## src/rtl/uart_frame_sched.sv

```systemverilog
// uart_frame_sched: sequences rx bytes into a byte FIFO, closes a frame after
// IDLE_BITS idle bit times, then drains the FIFO into the UART transmitter.
// Optional sticky drop flag (overflow port) enabled by defining
// UART_FRAME_SCHED_OVERFLOW_EN.
module uart_frame_sched #(
    parameter int DEPTH        = 32,
    parameter int AW           = 5,
    parameter int CLKS_PER_BIT = 1252,
    parameter int IDLE_BITS    = 960
) (
    input  logic          clock,
    input  logic          reset,
    input  logic          rx_valid,
    input  logic [7:0]    rx_byte,
    output logic          fifo_wr,
    output logic [7:0]    fifo_wdata,
    output logic          fifo_rd,
    input  logic [7:0]    fifo_rdata,
    input  logic [AW:0]   fifo_count,
    output logic          tx_start,
    output logic [7:0]    tx_byte,
    input  logic          tx_busy,
    output logic [1:0]    state,
`ifdef UART_FRAME_SCHED_OVERFLOW_EN
    output logic          overflow,
`endif
    output logic [AW:0]   frame_len
);

    localparam int TW = (CLKS_PER_BIT > 1) ? $clog2(CLKS_PER_BIT) : 1;
    localparam int GW = $clog2(IDLE_BITS + 1);
    localparam logic [AW:0]   DEPTH_C = (AW + 1)'(DEPTH);
    localparam logic [TW-1:0] TICK_C  = TW'(CLKS_PER_BIT - 1);
    localparam logic [GW-1:0] IDLE_C  = GW'(IDLE_BITS);

    typedef enum logic [1:0] {
        IDLE    = 2'd0,
        COLLECT = 2'd1,
        FETCH   = 2'd2,
        SEND    = 2'd3
    } state_t;

    state_t        fsm;
    logic [1:0]    step;
    logic [TW-1:0] tick_cnt;
    logic [GW-1:0] gap;
    logic          tick;
    logic          accept;
    logic          wr_pending;

    assign tick       = (tick_cnt == TICK_C);
    assign accept     = rx_valid && (fifo_count < DEPTH_C);
    // A write is in flight if the strobe is up now or an accepted byte arrives now.
    assign wr_pending = fifo_wr || accept;
    assign state      = fsm;

    // Free-running bit-time counter; tick marks the wrap.
    always_ff @(posedge clock) begin
        if (!reset)    tick_cnt <= '0;
        else if (tick) tick_cnt <= '0;
        else           tick_cnt <= tick_cnt + TW'(1);
    end

    // Write path: accepted bytes reach the FIFO one cycle after rx_valid.
    always_ff @(posedge clock) begin
        if (!reset) begin
            fifo_wr    <= 1'b0;
            fifo_wdata <= '0;
        end else begin
            fifo_wr <= accept;
            if (accept) fifo_wdata <= rx_byte;
        end
    end

    // Frame sequencer: collect, detect idle gap, then drain one byte per handshake.
    always_ff @(posedge clock) begin
        if (!reset) begin
            fsm       <= IDLE;
            step      <= '0;
            gap       <= '0;
            frame_len <= '0;
            fifo_rd   <= 1'b0;
            tx_start  <= 1'b0;
            tx_byte   <= '0;
        end else begin
            fifo_rd  <= 1'b0;
            tx_start <= 1'b0;
            case (fsm)
                IDLE: begin
                    if (rx_valid) begin
                        fsm       <= COLLECT;
                        frame_len <= accept ? (AW + 1)'(1) : '0;
                        gap       <= '0;
                    end
                end
                COLLECT: begin
                    if (rx_valid) begin
                        gap <= '0;
                        if (accept && frame_len < DEPTH_C)
                            frame_len <= frame_len + (AW + 1)'(1);
                    end else if (gap == IDLE_C) begin
                        fsm  <= FETCH;
                        step <= '0;
                    end else if (tick) begin
                        gap <= gap + GW'(1);
                    end
                end
                FETCH: begin
                    case (step)
                        2'd0: begin
                            // Read only a non-empty FIFO; wait out a write still in flight.
                            if (fifo_count != '0) begin
                                if (!tx_busy) begin
                                    fifo_rd <= 1'b1;
                                    step    <= 2'd1;
                                end
                            end else if (!wr_pending) begin
                                fsm <= IDLE;
                            end
                        end
                        2'd1: step <= 2'd2;
                        default: begin
                            tx_byte  <= fifo_rdata;
                            tx_start <= 1'b1;
                            fsm      <= SEND;
                            step     <= '0;
                        end
                    endcase
                end
                SEND: begin
                    // tx_busy is not yet meaningful in the start cycle and the one after.
                    if (step != 2'd2) begin
                        step <= step + 2'd1;
                    end else if (!tx_busy) begin
                        fsm  <= FETCH;
                        step <= '0;
                    end
                end
                default: fsm <= IDLE;
            endcase
        end
    end

`ifdef UART_FRAME_SCHED_OVERFLOW_EN
    logic drop;
    assign drop = rx_valid && !accept;

    // Sticky drop flag; a new frame restarts it from the state of its first byte.
    always_ff @(posedge clock) begin
        if (!reset)                      overflow <= 1'b0;
        else if (fsm == IDLE && rx_valid) overflow <= drop;
        else if (drop)                   overflow <= 1'b1;
    end
`endif

endmodule
```

## config.mk

```make
export PLATFORM = sky130hd
export DESIGN_NAME = uart_frame_sched
export DESIGN_NICKNAME = d
export VERILOG_FILES = /design/src/rtl/uart_frame_sched.sv
export SDC_FILE = /design/constraint.sdc
export NUM_CORES = 1
export LEC_CHECK = 0
export ABC_AREA = 1
export BUFFER_PORTS_ARGS = -buffer_cell sky130_fd_sc_hd__buf_2
export CAP_MARGIN = 20
export CORE_AREA = 8 8 80 96
export DETAILED_ROUTE_END_ITERATION = 6
export DIE_AREA = 0 0 88 104
export PLACE_DENSITY = 0.59
export SYNTH_ARGS = -nofsm -noshare
export SYNTH_HDL_FRONTEND = slang
export SYNTH_SLANG_ARGS = --single-unit
export TNS_END_PERCENT = 1
```

## constraint.sdc

```tcl
create_clock -name clock -period 3.1 [get_ports clock]
set_input_delay 0.155 -clock clock [delete_from_list [all_inputs] [get_ports clock]]
set_output_delay 0.155 -clock clock [all_outputs]
set_load 0.02 [all_outputs]
```

==> results.txt, run 1 <==
Entering global routing, the biggest net connects 23 pins. The post-synthesis adder-cell area fraction was 0.0208; the data arrival time of the worst path was 1.91 ns. The clock net in this run drives a total of 50 sinks. The die outline width was 88 µm; the placeable core area was 0.00621 mm². The tools report the number of global-route vias before repair as 2,361.

The count of mapped cells out of synthesis came out at 355. Across the routed clock network, the largest skew measured is 0.00996 ns. The endpoint identified for the worst register-to-register timing path is gap[7]. Buffers inserted during clock tree synthesis total 5.

Simple-gate area share of the yosys netlist: 0.352. The share of cell area taken by muxes after synthesis is 0. The via density per instance came out at 4.83. For the clock power share, the log shows 0.281. Across the run, the number of max-cap violations was 0.

The number of nets handed over by synthesis was 385. Data on the critical path is required at its endpoint by 3.30 ns. The area of all placed cells without fillers came out at 0.00285 mm². The initial antenna violation count is 0.

The worst supply voltage drop on vdd is 0.000409 V. Once the clock tree was built, the setup fixing pass inserted 0 buffers. Counting flops and latches in the post-synthesis netlist gives 50. The tools report the critical path startpoint category as a flip-flop. The logs give 0 for the Yosys warning count and 0 for the number of setup violations in the final report. The tools report the detailed-routing iteration count for the pre-antenna-repair pass as 4.

The netlist uses 32 different library cells. Path depth of the worst reg2reg path: 9. Proportion of layout cells with a drive suffix above 1: 0.179.

Of all nets on the critical path, the largest fanout is 12. The mean area per synthesized cell was 6.78 µm². The ratio of final minimum period to clock period was 0.550; the CTS clock-pin slew for the worst setup and hold paths was 0.09 ns.

The post-synthesis compound-gate area fraction is 0.110, and the switching component of the power is 585 µW. Worst min-delay path endpoint: fifo_wdata[6]. For the total count of max-transition violations in the final report, the log shows 0.

The latest clock arrival within the worst-skew pair is 0.31 ns, and the starting density of the core is 0.388. The worst setup path is captured at a flip-flop. The floorplan die height is 104 µm, and the cell depth of the worst hold path is 3.

The start point of the worst min-delay path was rx_byte[6]. Xor and xnor fraction of the mapped netlist area: 0.0218. The run finished with clean final reports.

For the weighted congestion at the end of routability-driven global placement, the log shows 0.836. Cell internal power was estimated by the tool at 1090 µW. Summed over all cells, the static leakage comes to 0.00126 µW. The total overflow left after global routing is 0. The tools report the count of nets after finishing as 437.

In the layout the commonest cells are nor2_1 (72), nand2_1 (72), buf_2 (52). The initialized floorplan defines 32 standard-cell rows. Setup repair after global routing left no endpoint under its margin. The worst-case headroom to the max-slew limit came out at 0.533. For this design the ratio of total power to cell area is 588 mW/mm².

All-layer global routing usage: 0.142. The classification of the worst setup path is reg -> reg. In this run, post-CTS hold repair placed 0 buffers. For the number of cells upsized or downsized after cts, the log shows 0. For this run, the top clock speed supported by timing is 0.587 GHz.

Fill cells in the final layout number 683. For the pin with the worst max-slew slack, the measured transition is 0.700 ns. The floorplan step defined a die boundary enclosing 0.00915 mm². The routed layout has 2,374 vias. The tools report the utilization after layout as 0.459. The largest individual stage delay along the critical path comes from the cell dfxtp_1. For this block, the initial DRC count from the detailed router was 96. For the number of ports placed on the die boundary, the log shows 53. By area, the combinational part of the netlist is dominated by simple AND/OR/NAND/NOR gates.

The tools report the share of power burned in registers as 0.444. The maximum buffer depth of the clock tree was 2. The cell repeated most along the worst path was nor2_1. The total cell area at the placement stage came out at 0.00274 mm².

The dominant delay contributor by cell family on the critical path was simple AND/OR/NAND/NOR gates. In this run the worst hold path is classified as in -> reg. CTS placed an instance of clkbuf_8 at the clock tree root.

The proportion of synthesized chip area in sequential cells is 0.416. The total buffers and inverters traversed by the critical path was 1. TritonCTS built the clock tree.

The count of nets left with antenna violations once routing finished came out at 0. The routed wirelength normalized by instance count is 12.2 µm. The number of H-tree branching levels was 2; the count of endpoints failing hold in the final timing report was 0. In this design, the stage delay of the slowest critical-path cell is 0.41 ns. Traced cell by cell, the critical path runs through inv_1 > ha_1 > nand3_1 > nor2_1 > nand2_1 > nand3_2 > nand2_2 > and2_1 > nor2_1.

The part of the power in combinational logic was 0.276. For this run, design rule violations remaining after detail routing come to 0. Detailed placement finished with a half-perimeter wire length of 4.58 mm. In this run the register-to-register setup slack is 1.40 ns. The first global-routing pass estimated 10.6 mm of wire.

The setup TNS is 0 ns. Wires add up to 5.98 mm. The share of total power consumed by net switching is 0.349, and the combined area of all synthesized cells is 0.00241 mm².

The count of input and output buffers was 52; the area overhead of the layout relative to synthesis was 18.5%. Subtracting the final worst setup slack from the clock period gives 1.70 ns. In this run the critical register-to-register path is launched from gap[0]. 0 antenna diodes ended up in the layout.
==> routing by layer <==
layer,GRT usage,up-vias,wire [µm],part of all wire
met5,0,-,0,0
met4,0.0715,0,148,0.025
met3,0.0332,10,274,0.046
met2,0.240,50,3030,0.51
met1,0.159,1075,2530,0.42
li1,-,1239,-,-
==> worst max path at each step <==
stage | endpoint | depth (start not counted) | from
finish | gap[7] | 9 | gap[0]
global route | gap[3] | 9 | tick_cnt[0]
global placement | gap[7] | 9 | tick_cnt[0]
floorplan | gap[1] | 9 | tick_cnt[0]
detailed placement | gap[7] | 9 | tick_cnt[0]
CTS | gap[7] | 9 | gap[0]
==> cells by family (layout without fill, tap and decap cells) <==
family	count (synthesis)	in the layout
buf+inv	48	100
fa+ha+maj	4	4
xor+xnor	6	6
compound gates	49	49
flops	50	50
simple gates	198	198
==> through the flow <==
step / hold WS, ns / power [µW] / cells / setup WS (ns)
finish: 0.0899 / 1680 / 492 / 1.40
global route: 0.0954 / 1800 / 492 / 1.23
CTS: 0.0803 / 1700 / 492 / 1.40
detailed placement: 0.410 / 1220 / 485 / 1.43
global placement: 0.404 / 1220 / 485 / 1.46
floorplan: 0.291 / 1090 / 355 / 1.74
==> sequential cells by signal, indices dropped and copies added (netlist names), 2 cells and up <==
register,count
tick_cnt,11
gap,10
fifo_wdata,8
tx_byte,8
frame_len,6
state,2
step,2
==> final cells by class <==
type | instances | area (µm²) | area share
Timing Repair Buffer | 53 | 268 | 0.0939
Inverter | 40 | 150 | 0.0527
Sequential cell | 50 | 1000 | 0.351
Clock buffer | 6 | 82.6 | 0.0290
Tap cell | 85 | 106 | 0.0373
Clock inverter | 1 | 30.0 | 0.0105
Multi-Input combinational cell | 257 | 1210 | 0.426
==> synthesized netlist by cell type (all sizes together) <==
| cell | n | area [µm²] |
|---|---|---|
| clkbuf | 4 | 15.0 |
| xor2 | 5 | 43.8 |
| o21ai | 18 | 93.8 |
| nand2 | 75 | 294 |
| dfxtp | 50 | 1000 |
| o21bai | 3 | 22.5 |
| nor3b | 1 | 7.51 |
| buf | 4 | 26.3 |
| nor3 | 3 | 20.0 |
| nor2 | 73 | 277 |
| a21boi | 1 | 7.51 |
| xnor2 | 1 | 8.76 |
| ha | 4 | 50.1 |
| nand3 | 40 | 210 |
| and2 | 1 | 6.26 |
| o211ai | 1 | 7.51 |
| inv | 39 | 146 |
| nand3b | 1 | 7.51 |
| nand4 | 2 | 12.5 |
| a21oi | 25 | 125 |
| o21a | 1 | 7.51 |
| clkinv | 1 | 3.75 |
| nor4 | 2 | 12.5 |
==> tightest hold or removal path: cells and delay by family <==
kind | cells | cell delay, ns
and+or+nand+nor | 1 | 0.07
buffers and inverters | 1 | 0.07
AOI/OAI and AO/OA | 1 | 0.07
==> power by group through the flow <==
| stage | Combinational (µW) | Sequential [µW] | Clock [µW] |
|---|---|---|---|
| CTS | 466 | 744 | 489 |
| global route | 535 | 754 | 515 |
| global placement | 462 | 760 | 0 |
| floorplan | 318 | 775 | 0 |
| detailed placement | 463 | 759 | 0 |
| finish | 463 | 744 | 471 |
(Power assumes the default switching activity.)
==> run 2: changes to the inputs <==
Settings changed: PLACE_DENSITY 0.59 to 0.61.
Clock period 3.1 ns to 1.4 ns, I/O delays scaled along.
==> run 2 against run 1 <==
- worst setup slack got worse by 1.4 ns
- power grew 120%
- register-to-register slack got worse by 1.4 ns
- clock power increased by 98%
- clock-buffer cell count increased by 1
- critical path type unchanged
- critical path depth unchanged
- non-clock buffer count grew 15
- combinational power grew to 2.5 times the previous value
- first-iteration DRC count grew 8.3%
- final cell count up 3.5%
- worst hold slack lost 0.087 ns
- largest cell class unchanged
- fmax up 23%
==> results.txt, run 2 (synthesis results as in run 1) <==
The count of nets left with antenna violations once routing finished came out at 0. The final critical path time including I/O delays and setup was 1.39 ns. The final clock skew was 0.00983 ns.

After detailed routing, the number of remaining DRC violations is 0. The starting density of the core came out at 0.388. OpenSTA, run right after detailed placement, puts the worst setup slack at -0.102 ns. For the worst setup path, the data required time is 1.61 ns. The total count of max-transition violations in the final report is 0, and the number of global-route vias before repair is 2,469. Setup violations remaining at the end of the flow were counted as 0. STA classifies the critical path startpoint as a flip-flop. The number of rows created at floorplan was 32. The die covers 0.00915 mm². The detailed router finished its first iteration with 104 violations. The root buffer cell chosen for the clock tree is clkbuf_8. The worst setup path is captured at a flip-flop.

The number of placed instances with taps included is 500. Worst setup slack for register-to-register paths: 0.01 ns. The worst register-to-register path has a depth of 9. Ratio of final minimum period to clock period: 0.990.

The number of setup buffers added after CTS is 0. The library cell used most frequently in the layout, excluding fill and tap cells, is nor2_1. The clock passes through at most 2 buffers. TritonCTS built the clock tree. Area overhead of the layout relative to synthesis: 26.2%. Setup repair after global routing could not meet its margin everywhere. The max-capacitance violation count came out at 0. The region available for standard cell placement spans 0.00621 mm². In this run, CTS created clock tree buffers numbering 5. The latest clock arrival within the worst-skew pair was 0.31 ns.

By startpoint and endpoint, the worst setup path is classified as reg -> reg. The floorplan step set the die width to 88 µm. Using the TritonRoute via totals, the vias-per-cell ratio works out to 4.86. For the final routed database, the setup TNS stands at 0 ns. The hold buffer count at CTS was 0. The flow ran to the end, and the final reports show no timing, DRC or antenna violations. The H-tree generated during clock tree synthesis spans 2 levels. The register name with the most flops was tick_cnt. The finished layout holds 509 standard cells, fillers aside. The register with the most flip-flops in the layout has 11 of them.

The tools report the global route total overflow as 0. The first detailed-routing pass took 4 iterations. The worst-case headroom to the max-slew limit was 0.791; the hold slack was 0.00339 ns. The worst hold path was traced through 3 stages. In the final layout, the registers with the most flip-flops are tick_cnt: 11 flops, gap: 10 flops.

The CTS clock-pin slew for the worst setup and hold paths was 0.09 ns; the measured slew at the worst slew-check pin was 0.314 ns. The largest net degree at the start of global routing is 22. The worst supply voltage drop on vdd is 0.000847 V, and the smallest setup slack after layout is 0.0135 ns.

The worst min-delay path category is in -> reg. The routed wirelength normalized by instance count is 12.2 µm. The sum of routed wire length over all layers is 6.20 mm. The peak clock frequency supported by timing was 0.721 GHz. The wire length of the first global-routing pass was 10.7 mm; the count of input and output buffers was 52. Proportion of layout cells with a drive suffix above 1: 0.250. The number of ports placed on the die boundary was 53; the count of nets after finishing was 453. The maximum fanout count along the critical path works out to 5. In the layout the commonest cells are nor2_1 (71), nand2_1 (68), buf_2 (52). The count of endpoints failing hold in the final timing report is 0, and the all-layer global routing usage is 0.141.

The number of clock sinks seen by CTS was 50; the initial antenna violation count was 0. The floorplan die height works out to 104 µm. For the worst setup path, the data arrival time is 1.60 ns. The congestion estimate from routability-driven global placement came to 0.880. The analysis attributes to cell leakage a power of 0.00134 µW. The logs give 4.73 mm for the HPWL reported at the end of detailed placement and 2,473 for the detailed-route via count. For the antenna diode count, the log shows 0.

In this run the power density over the cells is 1230 mW/mm².
==> run 2: changes by cell type in the layout (fill, tap and decap cells not counted), moves of 3 or more <==
cell     delta
buf_4      +13
nand2_1     -4
dfxtp_1     -4
nand2_2     +4
nand3_1     -3
dfxtp_2     +4
==> run 2: where the power goes <==
| group | internal [µW] | switching (µW) | total (µW) | leakage (µW) |
|---|---|---|---|---|
| sequential | 1520 | 124 | 1650 | 0.000408 |
| combinational | 394 | 762 | 1160 | 0.000879 |
| clock | 453 | 478 | 931 | 0.0000544 |
| total | 2370 | 1360 | 3740 | 0.00134 |
==> run 2: metrics by stage <==
step | util | total power (µW) | cell area, µm²
after floorplan | - | 2420 | 2410
after detailed placement | 0.459 | 2770 | 2850
after global placement | 0.459 | 2760 | 2850
after CTS | 0.483 | 3720 | 3000
after global routing | 0.489 | 3990 | 3040
final | 0.489 | 3740 | 3040
==> run 2: layer usage <==
| layer | track usage | part of all wire | vias to the layer above |
|---|---|---|---|
| met3 | 0.0379 | 0.046 | 15 |
| met1 | 0.149 | 0.41 | 1138 |
| met5 | 0 | 0 | - |
| li1 | - | - | 1275 |
| met4 | 0.0493 | 0.023 | 0 |
| met2 | 0.255 | 0.52 | 45 |
==> run 2: worst paths after layout <==
path | startpoint | end
setup / recovery | tick_cnt[0] | gap[7]
hold / removal | rx_byte[1] | fifo_wdata[1]
setup reg to reg | tick_cnt[0] | gap[7]
hold reg to reg | tx_byte[6] | tx_byte[6]
==> run 2: area by class of cell <==
class                           count  area, µm²
Sequential cell                    50       1010
Multi-Input combinational cell    258       1280
Inverter                           40        150
Fill cell                         657       3170
Tap cell                           85        106
Clock inverter                      1       8.76
Timing Repair Buffer               68        388
Clock buffer                        7       96.3
==> run 2: repair_timing <==
action / in CTS / in global routing
setup endpoints to repair: 10 / 33
resized for setup: 9 / 13
pin swaps: 3 / 10
gates cloned: 1 / 0
==> run 2: worst max-delay path: stages (launching register included) <==
cell and delay [ns]:
dfxtp_2 0.36, ha_4 0.15, inv_2 0.03, nor2_1 0.07, nand2_1 0.10, nor2_4 0.14, nand3_4 0.13, nand2_4 0.12
and2_1 0.15, nor2_1 0.04
==> run 3: changes to the inputs <==
Settings changed: CTS_BUF_LIST from default to sky130_fd_sc_hd__clkbuf_16.
==> run 3 against run 2 <==
- sequential share of layout area fell by 0.28 points
- register-to-register slack about the same
- worst setup slack lost 0.012 ns
- die area did not move
- non-clock buffer count is the same
- clock power is 26% higher
- design area increased by 0.87%
- critical path type unchanged
- highest routed layer unchanged
==> results.txt, run 3 (synthesis results as in run 1) <==
The register name with the most flops is tick_cnt. The count of input and output buffers came out at 52. 0 antenna diodes ended up in the layout. The tools report the share of power burned in registers as 0.417. For the pin with the worst max-slew slack, the measured transition is 0.314 ns. The flow ran to the end, and the final reports show no timing, DRC or antenna violations.

Timing would allow up to 0.715 GHz. The number of global-route vias before repair is 2,473. The starting density of the core was 0.388; the number of H-tree branching levels was 2. The terminus of the critical flop-to-flop path is gap[0]. The region available for standard cell placement spans 0.00621 mm².

The worst setup path is launched from a flip-flop. The net count of the finished layout is 453. The clock power share was 0.295; the area overhead of the layout relative to synthesis was 27.3%.

The tools report the start point of the worst min-delay path as rx_byte[1]. Leaving out fill and tap cells, the most frequent cell in the layout is nor2_1. The first global-routing pass estimated 10.6 mm of wire. The routed layout has 2,460 vias.

The count of endpoints failing hold in the final timing report was 0; the worst supply voltage drop on vdd was 0.00101 V. The critical path in this run is classified as reg -> reg. Number of clock sinks seen by CTS: 50.

The residual DRC count is 0. The post-CTS setup-driven buffer insertion count is 0, and the switching component of the power is 1390 µW. Sum of routed wire length over all layers: 6.16 mm. Entering global routing, the biggest net connects 22 pins. The proportion of layout cells with a drive suffix above 1 was 0.236. The run gives 0 as the initial antenna violation count. The largest registers in the layout are tick_cnt: 11 flops, gap: 10 flops. The routed wirelength normalized by instance count is 12.1 µm, and the total power draw is 3960 µW. Measured along the x axis, the die boundary spans 88 µm. Setup TNS: 0 ns. Setup repair after global routing could not meet its margin everywhere. The internal power of the cells is 2570 µW, and the number of CTS-inserted buffers is 5. The share of total power consumed by net switching came out at 0.351. The ratio of final minimum period to clock period works out to 0.999. The tools report the buffer type at the clock tree root as clkbuf_16. The floorplan die height is 104 µm. The setup check on the worst reg-to-reg path leaves a slack of 0.001 ns.

The worst-case headroom to the max-slew limit was 0.791; the final critical path time including I/O delays and setup was 1.40 ns. The number of DRC violations after detailed-routing iteration 0 was 164; the total count of max-transition violations in the final report was 0. Summing all placed instances gives a cell area of 0.00285 mm².

Detailed placement finished with a half-perimeter wire length of 4.73 mm. The worst min-delay path category is in -> reg. The worst register-to-register path begins at tick_cnt[1]. The maximum fanout count along the critical path works out to 7. Using the TritonRoute via totals, the vias-per-cell ratio works out to 4.83. Setup violations remaining at the end of the flow were counted as 0. For this design the ratio of total power to cell area is 1290 mW/mm². Final clock skew: 0.00440 ns.

The part of the power in combinational logic was 0.289. The CTS clock-pin slew for the worst setup and hold paths is 0.06 ns, and the number of rows created at floorplan is 32. Across the run, the number of max-cap violations was 0.

For the number of ports placed on the die boundary, the log shows 53. Prior to clock tree synthesis, the placed netlist has a worst setup slack of -0.102 ns. For this design the static power due to leakage is 0.00135 µW.

TritonCTS built the clock tree. The filler cells instantiated in the layout total 651. In the layout the commonest cells are nor2_1 (71), nand2_1 (70), buf_2 (52). Global routing finished with a remaining overflow of 0. The register with the most flip-flops in the layout has 11 of them. For the area of all placed cells without fillers, the log shows 0.00306 mm². The start point of the critical path is tick_cnt[1]. The run gives 0 as the number of nets with antenna violations after routing. Routability-driven placement finished with a final weighted congestion of 0.880. For the all-layer global routing usage, the log shows 0.141. At the worst endpoint, the arrival time is 1.57 ns.

Endpoint of the most critical setup path: gap[0]. For the utilization after layout, the log shows 0.494. Nature of the critical path endpoint: a flip-flop. The smallest setup slack after layout is 0.00130 ns, and the detailed-routing iteration count for the pre-antenna-repair pass is 4. For the worst flop-to-flop path, the logic depth is 9. The latest clock arrival within the worst-skew pair came out at 0.29 ns.

Counting along the longest clock path gives a buffer depth of 2. For the die area, the log shows 0.00915 mm². Data on the critical path is required at its endpoint by 1.57 ns.
## run 3: area by class of cell
cell class	count	area [µm²]	share of cell area
clock buffer	5	125	0.0408
inverter	40	150	0.0490
clock inverter	3	16.3	0.00531
multi-input combinational	258	1270	0.415
sequential	50	1010	0.328
timing repair buffer	68	388	0.127
tap	85	106	0.0347
## run 3: worst min path at each step
| stage | slack (ns) | end | depth (start not counted) |
|---|---|---|---|
| floorplan | 0.21 | fifo_wdata[0] | 2 |
| CTS | 0.03 | fifo_wdata[1] | 3 |
| global route | 0.04 | fifo_wdata[0] | 3 |
| global placement | 0.32 | fifo_wdata[1] | 3 |
| finish | 0.03 | fifo_wdata[1] | 3 |
| detailed placement | 0.32 | fifo_wdata[1] | 3 |
## run 3: power by group through the flow
stage | clock network [µW] | registers, µW | logic, µW
6_report | 1170 | 1650 | 1140
5_1_grt | 1240 | 1660 | 1310
4_1_cts | 1190 | 1640 | 1120
2_1_floorplan | 0 | 1720 | 703
3_5_place_dp | 0 | 1670 | 1100
3_3_place_gp | 0 | 1670 | 1090
## run 3: layer usage
metal,up-vias,share of wire,track usage
li1,1276,-,-
met1,1134,0.42,0.146
met2,40,0.52,0.253
met3,10,0.041,0.0403
met4,0,0.015,0.0518
met5,-,0,0
## run 3: per-stage QoR
stage,cells,hold WS [ns]
3_3_place_gp,500,0.316
5_1_grt,509,0.0401
2_1_floorplan,355,0.206
6_report,509,0.0267
4_1_cts,509,0.0264
3_5_place_dp,500,0.324
## run 3: critical path, cell delays in order, from the launching register on
cell and delay, ns:
dfxtp_2 0.35, ha_4 0.14, inv_1 0.04, nor2_1 0.07
nand2_1 0.10, nor2_4 0.15, nand3_4 0.13, buf_6 0.16
nand3_1 0.08, a21oi_2 0.05
## run 3: repair_timing
item	in CTS	in global routing
pin swaps	4	11
hold buffers	0	0
cloned	1	0
resized for setup	9	9
endpoints found under the setup margin	10	33
